## config.mk

```make
export PLATFORM = sky130hd
export DESIGN_NAME = id_ex_ctrl_stage
export DESIGN_NICKNAME = d
export VERILOG_FILES = /design/src/rtl/pipeline_pkg.sv /design/src/rtl/load_use_detect.sv /design/src/rtl/id_ex_ctrl_stage.sv
export SDC_FILE = /design/constraint.sdc
export NUM_CORES = 1
export LEC_CHECK = 0
export BUFFER_PORTS_ARGS = -buffer_cell sky130_fd_sc_hd__buf_4
export CAP_MARGIN = 25
export CORE_MARGIN = 3
export CORE_UTILIZATION = 49
export CTS_CLUSTER_DIAMETER = 50
export DETAILED_ROUTE_END_ITERATION = 10
export MAX_ROUTING_LAYER = met4
export PLACE_DENSITY_LB_ADDON = 0.25
export SYNTH_ARGS = -nofsm -noshare
export SYNTH_HDL_FRONTEND = slang
export SYNTH_SLANG_ARGS = --single-unit
```

## constraint.sdc

```tcl
create_clock -name clk -period 3.9 [get_ports clk]
set_clock_uncertainty 0.1 [all_clocks]
set_input_delay 0.39 -clock clk [delete_from_list [all_inputs] [get_ports clk]]
set_output_delay 0.39 -clock clk [all_outputs]
set_load 0.02 [all_outputs]
```

## src/rtl/pipeline_pkg.sv

```systemverilog
// Shared types for the ID/EX control stage.
//   alu_op_t  : ALU operation class produced by the decoder.
//   halt_st_t : HALT sequencing state (RUN -> DRAIN -> HALTED).
//   ctrl_t    : the decoded control bits carried from ID into EX.
//   CTRL_BUBBLE : control value of an inserted bubble (all zero).
package pipeline_pkg;

  typedef enum logic [1:0] {
    ALU_LDST = 2'b00,
    ALU_BR   = 2'b01,
    ALU_RI   = 2'b10
  } alu_op_t;

  typedef enum logic [1:0] {
    RUN    = 2'd0,
    DRAIN  = 2'd1,
    HALTED = 2'd2
  } halt_st_t;

  typedef struct packed {
    logic    halt;
    logic    jump;
    logic    jumpreg;
    logic    alusrc;
    logic    memtoreg;
    logic    regwrite;
    logic    memread;
    logic    memwrite;
    logic    branch;
    alu_op_t aluop;
  } ctrl_t;

  localparam ctrl_t CTRL_BUBBLE = '0;

endpackage

```

## src/rtl/load_use_detect.sv

```systemverilog
// Combinational load-use hazard detector.
// A load sitting in EX whose destination is read by the instruction in ID
// forces one bubble. x0 is never a real dependency.
// Ports:
//   id_jump, id_jumpreg, id_alusrc, id_memwrite : ID decoder bits that tell
//                                                 which source fields are read
//   id_rs1, id_rs2                              : ID source register fields
//   ex_memread, ex_rd                           : load indicator / dest in EX
//   load_use                                    : hazard present this cycle
module load_use_detect
  import pipeline_pkg::*;
#(
  parameter int REG_AW = 5
) (
  input  logic              id_jump,
  input  logic              id_jumpreg,
  input  logic              id_alusrc,
  input  logic              id_memwrite,
  input  logic [REG_AW-1:0] id_rs1,
  input  logic [REG_AW-1:0] id_rs2,
  input  logic              ex_memread,
  input  logic [REG_AW-1:0] ex_rd,
  output logic              load_use
);

  logic rs1_used;
  logic rs2_used;

  // jal has no rs1 operand; stores read rs2 even though the ALU takes the
  // immediate, so memwrite re-enables the rs2 comparison.
  assign rs1_used = !(id_jump && !id_jumpreg);
  assign rs2_used = !id_alusrc || id_memwrite;

  assign load_use = ex_memread && (ex_rd != '0) &&
                    ((rs1_used && (id_rs1 == ex_rd)) ||
                     (rs2_used && (id_rs2 == ex_rd)));

endmodule

```

## src/rtl/id_ex_ctrl_stage.sv

```systemverilog
// ID/EX pipeline register for the control path, with load-use stall,
// branch/jump flush and HALT drain sequencing.
// Optional build macro: ID_EX_PERF_EN adds saturating stall/flush counters.
// Ports:
//   clk, reset       : rising-edge clock, synchronous active-low reset
//   id_*             : decoder outputs and register fields of the ID instr
//   ex_flush         : taken branch/jump in EX, squash the ID instruction
//   ex_*             : registered copies of id_* (bubble = all zero)
//   stall            : hold PC and IF/ID this cycle (combinational)
//   halted           : core frozen, sticky until reset
//   state_dbg        : current HALT sequencing state
//   stall_cnt, flush_cnt : perf counters (ID_EX_PERF_EN only)
// Handshake: there is no valid/ready pair here; stall is the only
// back-pressure and is valid in the same cycle it is computed, upstream must
// hold IF/ID whenever it is 1.
module id_ex_ctrl_stage
  import pipeline_pkg::*;
#(
  parameter int REG_AW       = 5,
  parameter int DRAIN_CYCLES = 3
`ifdef ID_EX_PERF_EN
  , parameter int CNT_W      = 32
`endif
) (
  input  logic              clk,
  input  logic              reset,
  input  logic              id_halt,
  input  logic              id_jump,
  input  logic              id_jumpreg,
  input  logic              id_alusrc,
  input  logic              id_memtoreg,
  input  logic              id_regwrite,
  input  logic              id_memread,
  input  logic              id_memwrite,
  input  logic              id_branch,
  input  logic [1:0]        id_aluop,
  input  logic [REG_AW-1:0] id_rs1,
  input  logic [REG_AW-1:0] id_rs2,
  input  logic [REG_AW-1:0] id_rd,
  input  logic [2:0]        id_funct3,
  input  logic              ex_flush,
  output logic              ex_halt,
  output logic              ex_jump,
  output logic              ex_jumpreg,
  output logic              ex_alusrc,
  output logic              ex_memtoreg,
  output logic              ex_regwrite,
  output logic              ex_memread,
  output logic              ex_memwrite,
  output logic              ex_branch,
  output logic [1:0]        ex_aluop,
  output logic [REG_AW-1:0] ex_rs1,
  output logic [REG_AW-1:0] ex_rs2,
  output logic [REG_AW-1:0] ex_rd,
  output logic [2:0]        ex_funct3,
  output logic              stall,
  output logic              halted,
  output halt_st_t          state_dbg
`ifdef ID_EX_PERF_EN
  , output logic [CNT_W-1:0] stall_cnt
  , output logic [CNT_W-1:0] flush_cnt
`endif
);

  localparam int DC_W = (DRAIN_CYCLES > 1) ? $clog2(DRAIN_CYCLES) : 1;

  ctrl_t             id_ctrl;
  ctrl_t             ex_ctrl;
  logic [REG_AW-1:0] ex_rs1_q, ex_rs2_q, ex_rd_q;
  logic [2:0]        ex_funct3_q;

  halt_st_t          state, next_state;
  logic [DC_W-1:0]   drain_cnt, next_drain_cnt;

  logic              load_use;
  logic              take_id;    // EX captures ID this edge, else bubble
  logic              lu_stall;   // stall caused by a load-use hazard in RUN
  logic              run_flush;  // flush honoured in RUN

  assign id_ctrl = '{halt:     id_halt,
                     jump:     id_jump,
                     jumpreg:  id_jumpreg,
                     alusrc:   id_alusrc,
                     memtoreg: id_memtoreg,
                     regwrite: id_regwrite,
                     memread:  id_memread,
                     memwrite: id_memwrite,
                     branch:   id_branch,
                     aluop:    alu_op_t'(id_aluop)};

  load_use_detect #(.REG_AW(REG_AW)) u_lud (
    .id_jump     (id_jump),
    .id_jumpreg  (id_jumpreg),
    .id_alusrc   (id_alusrc),
    .id_memwrite (id_memwrite),
    .id_rs1      (id_rs1),
    .id_rs2      (id_rs2),
    .ex_memread  (ex_ctrl.memread),
    .ex_rd       (ex_rd_q),
    .load_use    (load_use)
  );

  // Next-state and stall decode. A HALT already in EX outranks everything:
  // from that cycle on nothing new may issue.
  always_comb begin
    next_state     = state;
    next_drain_cnt = drain_cnt;
    take_id        = 1'b0;
    stall          = 1'b0;
    lu_stall       = 1'b0;
    run_flush      = 1'b0;
    case (state)
      RUN: begin
        if (ex_ctrl.halt) begin
          stall = 1'b1;
          if (DRAIN_CYCLES == 0) begin
            next_state = HALTED;
          end else begin
            next_state     = DRAIN;
            next_drain_cnt = DC_W'(DRAIN_CYCLES - 1);
          end
        end else if (ex_flush) begin
          run_flush = 1'b1;
        end else if (load_use) begin
          stall    = 1'b1;
          lu_stall = 1'b1;
        end else begin
          take_id = 1'b1;
        end
      end
      DRAIN: begin
        stall = 1'b1;
        if (drain_cnt == '0) begin
          next_state = HALTED;
        end else begin
          next_drain_cnt = drain_cnt - DC_W'(1);
        end
      end
      HALTED: begin
        stall = 1'b1;
      end
      default: begin
        next_state = RUN;
      end
    endcase
  end

  always_ff @(posedge clk) begin
    if (!reset) begin
      state       <= RUN;
      drain_cnt   <= '0;
      ex_ctrl     <= CTRL_BUBBLE;
      ex_rs1_q    <= '0;
      ex_rs2_q    <= '0;
      ex_rd_q     <= '0;
      ex_funct3_q <= '0;
    end else begin
      state     <= next_state;
      drain_cnt <= next_drain_cnt;
      if (take_id) begin
        ex_ctrl     <= id_ctrl;
        ex_rs1_q    <= id_rs1;
        ex_rs2_q    <= id_rs2;
        ex_rd_q     <= id_rd;
        ex_funct3_q <= id_funct3;
      end else begin
        ex_ctrl     <= CTRL_BUBBLE;
        ex_rs1_q    <= '0;
        ex_rs2_q    <= '0;
        ex_rd_q     <= '0;
        ex_funct3_q <= '0;
      end
    end
  end

`ifdef ID_EX_PERF_EN
  // Counters only advance in RUN, so they stop by themselves once halted.
  always_ff @(posedge clk) begin
    if (!reset) begin
      stall_cnt <= '0;
      flush_cnt <= '0;
    end else begin
      if (lu_stall && (stall_cnt != '1)) stall_cnt <= stall_cnt + CNT_W'(1);
      if (run_flush && (flush_cnt != '1)) flush_cnt <= flush_cnt + CNT_W'(1);
    end
  end
`endif

  assign ex_halt     = ex_ctrl.halt;
  assign ex_jump     = ex_ctrl.jump;
  assign ex_jumpreg  = ex_ctrl.jumpreg;
  assign ex_alusrc   = ex_ctrl.alusrc;
  assign ex_memtoreg = ex_ctrl.memtoreg;
  assign ex_regwrite = ex_ctrl.regwrite;
  assign ex_memread  = ex_ctrl.memread;
  assign ex_memwrite = ex_ctrl.memwrite;
  assign ex_branch   = ex_ctrl.branch;
  assign ex_aluop    = ex_ctrl.aluop;
  assign ex_rs1      = ex_rs1_q;
  assign ex_rs2      = ex_rs2_q;
  assign ex_rd       = ex_rd_q;
  assign ex_funct3   = ex_funct3_q;
  assign halted      = (state == HALTED);
  assign state_dbg   = state;

endmodule
```

# Word level (Yosys, flattened, before mapping)
# Cells that the tools add are included.
op_classes:
  add_sub_neg: 1
  reduce_logical: 18
  n_mux: 14
  bitwise_logic: 1
  n_eq_ne: 7
ops:
  columns: ["op", "n"]
  rows:
  - ["== test 5 bit", 2]
  - ["2-to-1 mux 2 bit", 4]
  - ["2-to-1 mux 1 bit", 7]
  - ["!= test 2 bit (second input constant)", 3]
  - ["one-hot mux 2 bit (3 select lines)", 1]
  - ["AND reduction 3 bit", 2]
  - ["logical AND 1 bit", 5]
  - ["nonzero test 5 bit", 1]
  - ["logical NOT 2 bit", 2]
  - ["one-hot mux 2 bit (2 select lines)", 1]
  - ["logical NOT 1 bit", 3]
  - ["== test 2 x 1 -> 1 bit (second input constant)", 1]
  - ["== test 2 bit (second input constant)", 1]
  - ["logical OR 1 bit", 2]
  - ["one-hot mux 1 bit (2 select lines)", 1]
  - ["AND reduction 2 bit", 1]
  - ["nonzero test 2 bit", 1]
  - ["OR reduction 2 bit", 1]
  - ["subtractor 2 x 1 -> 2 bit (second input constant)", 1]
  - ["NOT 1 bit", 1]
word_totals:
  output_inout_bits: 33
  register_bits: 33
  word_cells: 57
  inputBits: 32

# Depth between registers and ports, before layout
# Gate-level depths: netlist (run 1).
logic_depth:
  depth_word: 11
  mapped_depth: 7
  mapped_depth_nobuf: 6

# By module
# From an unflattened synthesis (run 1), not the netlist that was laid out.
unflattened:
  cells_unflattened: 118
  hier_area_um2: 1247.4
by_module_without_submodules:
  columns: ["module", "n_inst", "area_each_um2", "seq_area_each_um2", "cells_per_inst"]
  rows:
  - ["id_ex_ctrl_stage", 1, 1107.3, 660.6, 99]
  - ["load_use_detect", 1, 140.1, 0.0, 19]

# Worst setup path after synthesis (run 1)
# No wires, ideal clock.
synth_path:
  kind: "register to output"
  start: "reg ex_rd_q[1] (netlist: ex_rd[1])"
  end: "out stall"
  setup_slack_ps: 1837
  arrival_ps: 1573
  stages_incl_launch_ff: 5
  required_time_ps: 3410
  n_path_buf: 1
  cell_sequence: "dfxtp_1 -> or4_1 -> o21a_1 -> buf_6 -> a41o_1"
synth_between:
  elab_chain_len: 8
  elab_cells_between_ends: 12
  cone_classes: "eq/ne: 2; mux: 4; reduce/logical: 6"
synth_rtl:
  columns: ["item", "line", "text"]
  rows:
  - ["start, declared", "id_ex_ctrl_stage.sv:69", "logic [REG_AW-1:0] ex_rs1_q, ex_rs2_q, ex_rd_q;"]
  - ["start signal, assigned", "id_ex_ctrl_stage.sv:164", "ex_rd_q <= id_rd;"]
  - ["== test 5 bit (on tied branches)", "load_use_detect.sv:35, load_use_detect.sv:36", null]
  - ["logical AND 1 bit (on tied branches)", "load_use_detect.sv:35, load_use_detect.sv:36", null]
  - ["logical OR 1 bit", "load_use_detect.sv:35", "((rs1_used && (id_rs1 == ex_rd)) ||"]
  - ["logical AND 1 bit (*)", "load_use_detect.sv:34", "assign load_use = ex_memread && (ex_rd != '0) &&"]
  - ["2-to-1 mux 1 bit (*)", "id_ex_ctrl_stage.sv:124", "end else if (load_use) begin"]
  - ["2-to-1 mux 1 bit (*)", "id_ex_ctrl_stage.sv:122", "end else if (ex_flush) begin"]
  - ["2-to-1 mux 1 bit (*)", "id_ex_ctrl_stage.sv:114", "if (ex_ctrl.halt) begin"]
  - ["one-hot mux 1 bit (2 select lines) (*)", "id_ex_ctrl_stage.sv:112", "case (state)"]
  - ["end, declared", "id_ex_ctrl_stage.sv:56", "output logic stall,"]
# Every way passes the cells marked *; elsewhere a longest branch is shown, timed or not.

# Worst setup path after layout (run 1)
# Same ends and word-level chain as after synthesis.

==> results of run 1 <==
==> kinds of logic after synthesis <==
family	count (synthesis)
flip-flops	33
multiplexers	3
AND/OR/NAND/NOR	33
buffers and inverters	26
adder cells (fa/ha/maj)	6
XOR/XNOR	10
AO/OA/AOI/OAI	40
==> power breakdown <==
part	total (mW)	switching [mW]	internal, mW
Sequential	0.413	0.0293	0.384
Clock	0.263	0.110	0.153
Combinational	0.420	0.236	0.184
Total	1.10	0.376	0.721
==> cells in the mapped netlist <==
library cell	number
nor2_1	3
nand2b_1	1
a21oi_1	17
and2_1	1
a21boi_0	1
inv_1	18
clkbuf_1	2
nor3_1	2
nand2_1	17
a41o_1	1
o22ai_1	1
a211oi_2	14
nor2b_1	3
ha_1	6
and2b_1	1
or4_1	1
nand4_1	2
nor3b_2	1
o21ai_0	5
xnor2_1	10
dfxtp_1	33
o21a_1	1
nand3b_1	1
buf_2	4
buf_6	2
mux2i_1	3
==> tightest hold or removal path, delay by kind of cell <==
kind                   cells  cell delay (ns)
buffers and inverters      1             0.11
AOI/OAI and AO/OA          1             0.03
and+or+nand+nor            1             0.04
==> layout by cell type (no fill, tap or decap), drive strengths merged, types with 5 or more instances in the layout <==
cell,instances
a211oi,14
buf,66
clkbuf,7
ha,6
a21oi,17
xnor2,10
inv,18
dfxtp,33
nand2,17
o21ai,5
==> worst min-delay path by stage <==
stage | cells after the start | from | end | slack [ns]
finish | 3 | id_aluop[0] | ex_aluop[0] | 0.17
detailed placement | 2 | drain_cnt[0] | drain_cnt[0] | 0.42
floorplan | 2 | drain_cnt[0] | drain_cnt[0] | 0.38
CTS | 3 | id_aluop[0] | ex_aluop[0] | 0.16
global route | 3 | id_funct3[2] | ex_funct3[2] | 0.15
global placement | 2 | drain_cnt[0] | drain_cnt[0] | 0.40
==> registers in the layout, summed over array words and instances (netlist names) <==
name         flops
ex_rs1           5
ex_aluop         2
ex_memwrite      1
ex_rs2           5
ex_memread       1
state_dbg        2
ex_branch        1
drain_cnt        2
ex_alusrc        1
ex_rd            5
ex_halt          1
ex_regwrite      1
ex_memtoreg      1
ex_funct3        3
ex_jump          1
ex_jumpreg       1
==> per-layer routing <==
| layer | part of all wire [%] | vias up | GRT usage [%] |
|---|---|---|---|
| met5 | 0 | - | - |
| met4 | 1.3 | 0 | 7.43 |
| met3 | 7.4 | 7 | 6.60 |
| met2 | 52 | 44 | 35.2 |
| met1 | 39 | 594 | 21.5 |
| li1 | - | 634 | - |
==> layout make-up <==
cell class              instances  area share, %
clock buffers                   7           2.72
clock inverters                 1           1.48
flip-flops and latches         33           32.6
well taps                      31           1.91
multi-input cells              92           33.5
repair buffers                 66           24.4
inverters                      18           3.33
==> through the flow <==
| stage | hold slack, ns | cells | util, % | worst slack [ns] |
|---|---|---|---|---|
| after floorplan | 0.379 | 151 | - | 1.84 |
| after global placement | 0.403 | 240 | 69.8 | 1.94 |
| after detailed placement | 0.420 | 240 | 69.8 | 1.76 |
| after CTS | 0.161 | 248 | 72.9 | 1.57 |
| after global routing | 0.152 | 248 | 72.9 | 1.54 |
| final | 0.172 | 248 | 72.9 | 1.58 |
==> results.yml, run 1 <==
outcome:
  outcome: "finished, final reports clean"
floorplanning:
  die_w_um: 60.4
  die_h_um: 60.4
  placementRows: 19
  coreArea_um2: 2780
  die-area_um2: 3650
  io_pins: 65
  initial_core_util_pct: 52.2
clocking:
  post_cts_buffers: 0
  ctsHoldBuffers: 0
  clkLatencyLatePin_ns: 0.33
  cts_max_path_buffers: 2
  cts_sinks: 33
  cts_tree: "done"
  post_cts_resized: 0
  clk_pin_slew_worst_paths_ns: 0.10
  cts_made_buffers: 5
  cts_root_buf: "clkbuf_4"
  htree_levels: 2
grt:
  antenna_found_initial: 0
  grt_max_degree: 30
  grt_overflow: 0
  grt_usage_pct: 20.3
  first_global_vias: 1239
  grt_pass1_wl_um: 5340
pwr:
  leakagePower_nw: 0.942
  pwr_density_cell_nw_per_um2: 541
  peakVddDrop_mv: 0.406
  totalPowerFinal_mw: 1.10
critical_path:
  worst-setup-path-type: "reg -> out"
  regToRegEndpoint: "ex_rs1[3]"
  critPathTopFamily: "simple AND/OR/NAND/NOR gates"
  worstSetupEndpoint: "stall"
  crit_path_max_incr_delay_ns: 0.53
  required_ns: 3.41
  reg2reg_from: "state_dbg[0]"
  reg2reg_depth: 5
  cp-start-kind: "flip-flop"
  critPathCaptureType: "output pin"
  cp-startpoint: "ex_rd[1]"
  reg2reg_slack_ns: 1.77
  critPathSlowestCell: "or4_1"
  path_buf_inv: 1
  worstPathArrival_ns: 1.83
  path_cells: "or4_1 > o21a_1 > a41o_1 > buf_4"
  crit_fanout: 4
  path_depth: 4
layout:
  syn2layout_area_growth_pct: 39.7
  design_area_um2: 2030
  seq_area_um2: 661
  insertedDiodeCount: 0
  drive_gt1_share_pct: 41.0
  multi_input_area_um2: 679
  fin_nets: 254
  final.fill_count: 214
logic_synthesis:
  seq_area_frac_synth_pct: 45.5
  synth_top_family_by_area: "compound AO/OA/AOI/OAI gates"
  yosysTopAreaCellShare_pct: 45.5
  synthSimpleGateAreaFrac_pct: 11.3
  synth-adder-area-share_pct: 5.17
  ys_ff_latch: 33
  synth_compound_area_share_pct: 21.8
  yosys.area.top_type: "dfxtp_1"
  synth_area_leaders: "dfxtp_1, a211oi_2, xnor2_1"
  synth_area_um2: 1450
  synthCells: 151
  syn_area_per_cell_um2: 9.61
  synth.distinct_cells: 26
  yosys_warnings: 0
  synth_mux_area_share_pct: 2.07
  synth-xor-area-share_pct: 6.03
  synth_nets: 189
place:
  dp_hpwl_um: 2530
  placement.cell_area_um2: 1940
  gp_congestion: 0.854
  portBuffers: 64
timing:
  slew_headroom_pct: 40.8
  hold_viol_final: 0
  tns_ns: 0
  worst_pin_slew_ns: 0.884
  fmax_mhz: 432
  slew_viol_final: 0
  finalSetupViolCount: 0
  layout_min_cycle_time_ns: 2.32
  rsz0062_at_grt: "no"
  finalCritPeriodShare_pct: 59.4
drt:
  via_per_inst: 5.16
  drc_errors: 0
  drt-initial-drc-count: 48
  vias: 1279
  drt_first_pass_iters: 4
  totalWireLength_um: 3350
  avgRoutedWirePerCell_um: 13.5
  drtAntennaViolNets: 0
job:
  max-cap-violations: 0
worst_hold_path:
  worst_hold_path_type: "in -> reg"
No activity file was read; power rests on OpenSTA's default activity.
==> run 2: changes to the inputs <==
--- a/config.mk
+++ b/config.mk
@@ -8,7 +8,7 @@
 export BUFFER_PORTS_ARGS = -buffer_cell sky130_fd_sc_hd__buf_4
 export CAP_MARGIN = 25
 export CORE_MARGIN = 3
-export CORE_UTILIZATION = 49
+export CORE_UTILIZATION = 41
 export CTS_CLUSTER_DIAMETER = 50
 export DETAILED_ROUTE_END_ITERATION = 10
 export MAX_ROUTING_LAYER = met4
==> constraint.sdc (replaced) <==
create_clock -name clk -period 2 [get_ports clk]
set_clock_uncertainty 0.1 [all_clocks]
set_input_delay 0.2 -clock clk [delete_from_list [all_inputs] [get_ports clk]]
set_output_delay 0.2 -clock clk [all_outputs]
set_load 0.02 [all_outputs]
==> results.yml, run 2 (synthesis results as in run 1) <==
drt:
  drt-initial-drc-count: 97
  avgRoutedWirePerCell_um: 13.5
  drt_first_pass_iters: 5
  vias: 1356
  drc_errors: 0
  via_per_inst: 4.76
  drtAntennaViolNets: 0
  totalWireLength_um: 3850
grt:
  grt_max_degree: 20
  grt_usage_pct: 19.7
  first_global_vias: 1402
  antenna_found_initial: 0
  grt_pass1_wl_um: 6220
  grt_overflow: 0
timing:
  finalCritPeriodShare_pct: 105
  hold_viol_final: 0
  finalSetupViolCount: 1
  rsz0062_at_grt: "yes"
  slew_headroom_pct: 83.4
  layout_min_cycle_time_ns: 2.10
  fmax_mhz: 476
  tns_ns: -0.101
  slew_viol_final: 0
  worst_pin_slew_ns: 0.246
  layout_setup_ws_ns: -0.101
layout:
  final_core_util_pct: 70.5
  most-common-layout-cells: "buf_4, dfxtp_1, inv_1, dlygate4sd3_1"
  drive_gt1_share_pct: 41.9
  insertedDiodeCount: 0
  final_common_cell: "buf_4"
  syn2layout_area_growth_pct: 55.5
  fin_nets: 278
  final.fill_count: 273
place:
  portBuffers: 64
  gp_congestion: 0.822
  dp_hpwl_um: 2710
  pre_cts_slack_ns: 0.141
floorplanning:
  io_pins: 65
  coreArea_um2: 3200
  placementRows: 20
  initial_core_util_pct: 45.3
  die_w_um: 65.5
  die-area_um2: 4290
  die_h_um: 65.5
critical_path:
  worstPathArrival_ns: 1.80
  crit_fanout: 3
  cp-start-kind: "flip-flop"
  reg2reg_depth: 6
  worst-setup-path-type: "reg -> out"
  critPathCaptureType: "output pin"
  required_ns: 1.70
clocking:
  cts_root_buf: "clkbuf_4"
  cts_made_buffers: 5
  clk_pin_slew_worst_paths_ns: 0.11
  htree_levels: 2
  cts_max_path_buffers: 2
  cts_sinks: 33
  cts_tree: "done"
  clkLatencyLatePin_ns: 0.34
pwr:
  peakVddDrop_mv: 0.495
  pwr_density_cell_nw_per_um2: 919
  totalPowerFinal_mw: 2.07
  leakagePower_nw: 1.04
worst_hold_path:
  worst_hold_path_type: "in -> reg"
  worst_hold_path.num_cells: 3
outcome:
  violations: "setup timing"
  outcome: "finished with violations"
job:
  max-cap-violations: 0
-- run 2: power breakdown --
| part | switching, mW | total [mW] | internal, mW | leakage, nW |
|---|---|---|---|---|
| registers | 0.0565 | 0.806 | 0.750 | 0.271 |
| logic | 0.481 | 0.900 | 0.418 | 0.735 |
| clock network | 0.236 | 0.368 | 0.132 | 0.0310 |
-- run 2: layout make-up --
cell class / instances / area, um2 / area share, %
timing repair buffer: 90 / 724 / 32.1
multi-input combinational: 92 / 688 / 30.5
sequential: 33 / 667 / 29.5
inverter: 18 / 67.6 / 2.99
tap: 44 / 55.1 / 2.44
clock buffer: 5 / 37.5 / 1.66
clock inverter: 3 / 17.5 / 0.776
-- run 2: worst max-delay path: stages (launching register included) --
cell	delay, ns
dfxtp_4	0.36
or4_4	0.49
o21a_1	0.21
a41o_1	0.26
buf_6	0.14
-- run 2: routing by layer --
metal  vias up  wire [um]  GRT usage [%]  share of wire (%)
met2        46       1930           33.5                 50
met5         -          0              -                  0
li1        681          -              -                  -
met4         0         59           6.99                1.5
met3         8        243           6.50                6.3
met1       621       1610           21.5                 42
-- run 2: what timing repair did --
item                                    4_1_cts  5_1_grt
endpoints found under the setup margin        1        2
gates resized for setup                       4        3
gates cloned                                  0        0
buffers inserted                              2        0
hold endpoints to repair                     17        1
hold buffers                                 17        1
pin swaps                                     3        2
-- run 2: path summary, 6_finish.rpt --
| kind | start | end | slack [ns] |
|---|---|---|---|
| max | ex_rd[1] | stall | -0.10 |
| min | id_alusrc | ex_alusrc | 0.005 |
| max reg2reg | state_dbg[0] | state_dbg[0] | 0.23 |
| min reg2reg | drain_cnt[0] | drain_cnt[0] | 0.43 |
-- run 2: metrics by stage --
| stage | hold WS, ns | std cells | instance area, um2 |
|---|---|---|---|
| 2_1_floorplan | 0.216 | 151 | 1450 |
| 3_3_place_gp | 0.333 | 257 | 1990 |
| 3_5_place_dp | 0.334 | 257 | 1990 |
| 4_1_cts | 0.000434 | 284 | 2240 |
| 5_1_grt | 0.00418 | 285 | 2260 |
| 6_report | 0.00504 | 285 | 2260 |
